$ cat config.mk
export PLATFORM = sky130hd
export DESIGN_NAME = seven_seg_scanner
export DESIGN_NICKNAME = d
export VERILOG_FILES = /design/src/rtl/seg_pkg.sv /design/src/rtl/seven_seg_scanner_hex_to_7seg.sv /design/src/rtl/seven_seg_scanner.sv
export SDC_FILE = /design/constraint.sdc
export NUM_CORES = 1
export LEC_CHECK = 0
export BUFFER_PORTS_ARGS = -buffer_cell sky130_fd_sc_hd__buf_2
export CAP_MARGIN = 30
export CELL_PAD_IN_SITES_DETAIL_PLACEMENT = 1
export CELL_PAD_IN_SITES_GLOBAL_PLACEMENT = 1
export CORE_MARGIN = 2
export CORE_UTILIZATION = 31
export CTS_BUF_LIST = sky130_fd_sc_hd__clkbuf_4
export CTS_CLUSTER_DIAMETER = 150
export DETAILED_ROUTE_END_ITERATION = 8
export GPL_ROUTABILITY_DRIVEN = 0
export PLACE_DENSITY = 0.75
export RECOVER_POWER = 100
export SKIP_LAST_GASP = 1
export SLEW_MARGIN = 20
export SYNTH_ARGS = -nofsm -noshare
export SYNTH_HDL_FRONTEND = slang
export SYNTH_SLANG_ARGS = --single-unit
$ cat constraint.sdc
create_clock -name clk_in -period 3.1 [get_ports clk_in]
set_clock_uncertainty 0.1 [all_clocks]
set_input_delay 0 -clock clk_in [delete_from_list [all_inputs] [get_ports clk_in]]
set_output_delay 0 -clock clk_in [all_outputs]
set_load 0.01 [all_outputs]
$ cat src/rtl/seg_pkg.sv
// Shared types and constants for the seven-segment scanner.
package seg_pkg;

  typedef logic [3:0] nibble_t;

  localparam logic [6:0] SEG_OFF = 7'h00;

  // Active-high {g,f,e,d,c,b,a} patterns for hex digits 0..F.
  localparam logic [6:0] HEX_SEG [16] = '{
    7'h3F, 7'h06, 7'h5B, 7'h4F, 7'h66, 7'h6D, 7'h7D, 7'h07,
    7'h7F, 7'h6F, 7'h77, 7'h7C, 7'h39, 7'h5E, 7'h79, 7'h71
  };

endpackage

$ cat src/rtl/seven_seg_scanner_hex_to_7seg.sv
// Combinational hex nibble to active-high segment decoder.
module hex_to_7seg
  import seg_pkg::*;
(
  input  nibble_t    nibble_i,
  output logic [6:0] seg_c_o
);

  assign seg_c_o = HEX_SEG[nibble_i];

endmodule

$ cat src/rtl/seven_seg_scanner.sv
// Multiplexed seven-segment driver: scan_clk is synchronized and edge-detected
// into a one-cycle tick that advances the digit index; all outputs registered.
module seven_seg_scanner
  import seg_pkg::*;
#(
  parameter int unsigned NUM_DIGITS = 8,
  parameter bit          ACTIVE_LOW = 1'b1
) (
  input  logic                    clk_in,
  input  logic                    reset,
  input  logic                    scan_clk,
  input  logic [4*NUM_DIGITS-1:0] value,
  input  logic [NUM_DIGITS-1:0]   digit_en,
  input  logic [NUM_DIGITS-1:0]   dp_in,
  output logic [NUM_DIGITS-1:0]   anodes,
  output logic [6:0]              segments,
  output logic                    dp
);

  localparam int unsigned           IDX_W     = $clog2(NUM_DIGITS);
  localparam logic [IDX_W-1:0]      IDX_LAST  = IDX_W'(NUM_DIGITS - 1);
  localparam logic [NUM_DIGITS-1:0] AN_INACT  = {NUM_DIGITS{ACTIVE_LOW}};
  localparam logic [6:0]            SEG_INACT = {7{ACTIVE_LOW}};

  logic                  s1_q, s2_q, s3_q;
  logic                  tick_c;
  logic [IDX_W-1:0]      idx_q, idx_d;
  logic [NUM_DIGITS-1:0] anodes_q, anodes_d;
  logic [6:0]            segments_q, segments_d;
  logic                  dp_q, dp_d;

  nibble_t               nib_c;
  logic                  en_c;
  logic                  dp_req_c;
  logic [6:0]            seg_raw_c;

  assign tick_c = s2_q & ~s3_q;

  // Explicit wrap so non-power-of-2 digit counts never reach unused indices.
  always_comb begin
    idx_d = idx_q;
    if (tick_c) begin
      idx_d = (idx_q == IDX_LAST) ? '0 : idx_q + IDX_W'(1);
    end
  end

  always_comb begin
    nib_c    = '0;
    en_c     = 1'b0;
    dp_req_c = 1'b0;
    for (int unsigned i = 0; i < NUM_DIGITS; i++) begin
      if (idx_q == IDX_W'(i)) begin
        nib_c    = value[4*i +: 4];
        en_c     = digit_en[i];
        dp_req_c = dp_in[i];
      end
    end
  end

  hex_to_7seg u_hex_to_7seg (
    .nibble_i (nib_c),
    .seg_c_o  (seg_raw_c)
  );

  // Build active-high outputs, then apply board polarity in one place.
  always_comb begin
    anodes_d   = '0;
    segments_d = SEG_OFF;
    dp_d       = 1'b0;
    if (en_c) begin
      anodes_d   = NUM_DIGITS'(1) << idx_q;
      segments_d = seg_raw_c;
      dp_d       = dp_req_c;
    end
    anodes_d   = anodes_d ^ AN_INACT;
    segments_d = segments_d ^ SEG_INACT;
    dp_d       = dp_d ^ ACTIVE_LOW;
  end

  always_ff @(posedge clk_in) begin
    if (reset) begin
      s1_q       <= 1'b0;
      s2_q       <= 1'b0;
      s3_q       <= 1'b0;
      idx_q      <= '0;
      anodes_q   <= AN_INACT;
      segments_q <= SEG_INACT;
      dp_q       <= ACTIVE_LOW;
    end else begin
      s1_q       <= scan_clk;
      s2_q       <= s1_q;
      s3_q       <= s2_q;
      idx_q      <= idx_d;
      anodes_q   <= anodes_d;
      segments_q <= segments_d;
      dp_q       <= dp_d;
    end
  end

  assign anodes   = anodes_q;
  assign segments = segments_q;
  assign dp       = dp_q;

endmodule

==> results.txt <==
Status: finished clean
Via density: 4.95
Setup tns final: 0 ns
Register share of total power: 40.3%
Simple-gate share of the synthesized area: 25.8%
Number of buffers created by CTS: 3
Max Root-Sink Buffers: 2
Synth warn: 0
HP Start: digit_en[6]
Die W: 75.2 um
Number of synthesized flops with an enable pin: 0
Power, Total: 0.000758 W
Period utilization: 94.3%
Crit-path cells: ha_1, ha_2, nor3b_1, a211oi_1, o221ai_1, a21oi_2, inv_1, ha_1, mux4_2, nand2b_1
Switching pwr: 0.000216 W
Crit Path Category: reg2reg
Largest net degree at the start of global routing: 21
Final setup fails: 0
Worst-Skew Late Latency: 0.31 ns
Input/output buffers: 66
Layout cells sized above 1: 30.3%
Syn Nets: 258
Clock power frac: 28.6%
Number of remaining DRC errors: 0
Crit path time final: 2.92 ns
# IOs: 67
IR drop worst, VDD: 207 uV
Max Slew Vio Count: 0
FF-to-FF End: segments[3]
Ys flop type: dfxtp_1
Crit path DAT: 3.04 ns
Drt total wl: 4840 um
CP peak stage delay: 0.47 ns
Core area: 4820 sq um
Most frequent cells in the layout: buf_2 (49), nand2_1 (24), dfxtp_1 (22)
Antenna diodes: 0
Worst Tran Pin Value: 0.553 ns
Iteration-0 DRC Markers: 37
Pint: 0.000541 W
P&R area growth vs syn: 35.0%
Via count: 1687
Fmax: 342 MHz
R2R cell count: 10
Max Cap Violations: 0
Die H: 75.2 um
Cell mode on critical path: ha_1
R2R Path Start: idx_q[0]
Wire length per cell: 14.2 um
Fin. Hold Viols: 0
Initial antenna violation count: 0
Critical Path RT: 3.22 ns
CTS Sinks: 22
Hold Path Depth: 4
Slew margin rel.: 62.7%
Area leader, netlist: dfxtp_1
WHS Endpoint: anodes[6]
Worst-path clk slew: 0.12 ns
RSZ-0062 raised after global routing: false
Cell Area, Synth: 1570 sq um
Post-synth top area share: 28.0%
Sw Ratio: 28.5%
Leak Pwr: 0.907 nW
# nets final: 338
CP Max Fanout: 9
Multiplexer share of the synthesized area: 2.70%
Synth async-reset ratio: 0%
# rows: 25
R2R Setup Slk: 0.18 ns
Drt pass-1 iters: 4
CTS tree: built
Synth Area in Compound Gates: 25.9%
First-pass GRT wire length: 7760 um
Overflow after GRT: 0
Pwr dens: 357 nW/um^2
Number of global-route vias before repair: 1677
Worst hold path class: in2reg
Synth Area in XOR/XNOR: 0%
Avg Inst Size Synth: 8.07 sq um
Starting Density: 32.6%
Synth area leaders: dfxtp_1 (28%), ha_1 (9.5%), nand2_1 (5.7%), nor2b_1 (4.8%), a21oi_1 (4.5%)
Synth Area in Adders: 9.55%
Element type at the critical path end: register
CP max-delay cell: mux4_2
Htree depth: 1
Largest family of logic cells by synthesized area: compound AO/OA/AOI/OAI gates
Combinational share of power: 31.2%
Fin util: 44.1%
Register bit total from synthesis: 22
Dpl hpwl: 3850 um
Commonest non-fill, non-tap cell in the layout: buf_2
Seq/Total Area, Yosys: 28.0%
Root buf cell: clkbuf_4
Cells after Synth: 195
Cell variety after synth: 48
Antenna viol nets, final: 0
Die Footprint: 5660 sq um
Total GRT Usage: 18.1%
Crit path launch type: register
==> worst max-delay path, delay by kind of cell (launching register included) <==
family / cells / cell delay (ns)
AO/OA/AOI/OAI: 3 / 0.74
buffers and inverters: 1 / 0.13
flip-flops: 1 / 0.42
multiplexers: 1 / 0.47
AND/OR/NAND/NOR: 2 / 0.23
adder cells (fa/ha/maj): 3 / 0.75
==> kinds of logic (layout without fill, tap and decap cells) <==
| family | Yosys count | count (layout) |
|---|---|---|
| AND/OR/NAND/NOR | 75 | 75 |
| AO/OA/AOI/OAI | 56 | 56 |
| buffers and inverters | 27 | 106 |
| flip-flops | 22 | 22 |
| adder cells (fa/ha/maj) | 12 | 12 |
| multiplexers | 3 | 3 |
==> area by class of cell <==
class,instances,area [sq um]
clock inverter,1,30.0
tap,67,83.8
sequential,22,440
inverter,14,52.6
fill,657,2690
timing repair buffer,88,488
multi-input combinational,146,1010
clock buffer,3,22.5
==> power by group through the flow <==
stage                     sequential [W]  combinational [W]  clock (W)
after floorplan                 0.000319           0.000131          0
final                           0.000305           0.000236   0.000216
after global routing            0.000307           0.000265   0.000237
after detailed placement        0.000311           0.000232          0
after global placement          0.000311           0.000231          0
after CTS                       0.000305           0.000240   0.000227
==> per-stage QoR <==
stage                     hold WS (ns)  cells  area [sq um]  worst slack [ns]
after floorplan                 0.0282    195          1570             0.209
after global placement           0.112    329          2020            0.0933
after detailed placement         0.119    329          2020         -0.000448
after CTS                       0.0955    340          2140            0.0526
after global routing             0.111    341          2120            0.0195
final                           0.0699    341          2120             0.177
==> per-layer routing <==
metal	vias to the layer above	GRT usage [%]	part of all wire, %
met4	0	3.90	0.87
met3	6	4.15	6.3
met5	-	0	0
li1	851	-	-
met2	50	30.8	48
met1	780	23.5	45
==> synthesized netlist by cell type, types with 5 or more instances <==
master,n
inv_1,12
nand2b_1,6
a21oi_1,14
o211ai_1,6
clkbuf_1,5
nor2b_1,12
dfxtp_1,22
o21ai_0,6
nor3_1,5
ha_1,12
nand2_1,24
nor2_1,6
buf_2,5
==> timing repair <==
action,CTS,global route
endpoints found under the setup margin,1,5
gates resized for setup,1,6
endpoints found under the hold margin,8,0
pin swaps,0,1
setup buffers,0,1
hold buffers,7,0
==> worst max-delay path by stage <==
stage	slack, ns	endpoint	from
after global placement	0.09	segments[3]	idx_q[0]
after CTS	0.05	segments[5]	idx_q[0]
after floorplan	0.21	segments[3]	idx_q[1]
after global routing	0.02	segments[5]	idx_q[0]
after detailed placement	-0.0004	segments[3]	idx_q[0]
final	0.18	segments[3]	idx_q[0]
==> sequential cells by signal, indices dropped and copies added, names as in the netlist <==
name      flops
idx_q         3
anodes        8
s2_q          1
s1_q          1
segments      7
s3_q          1
dp            1
Power figures use the tool's default switching activity.
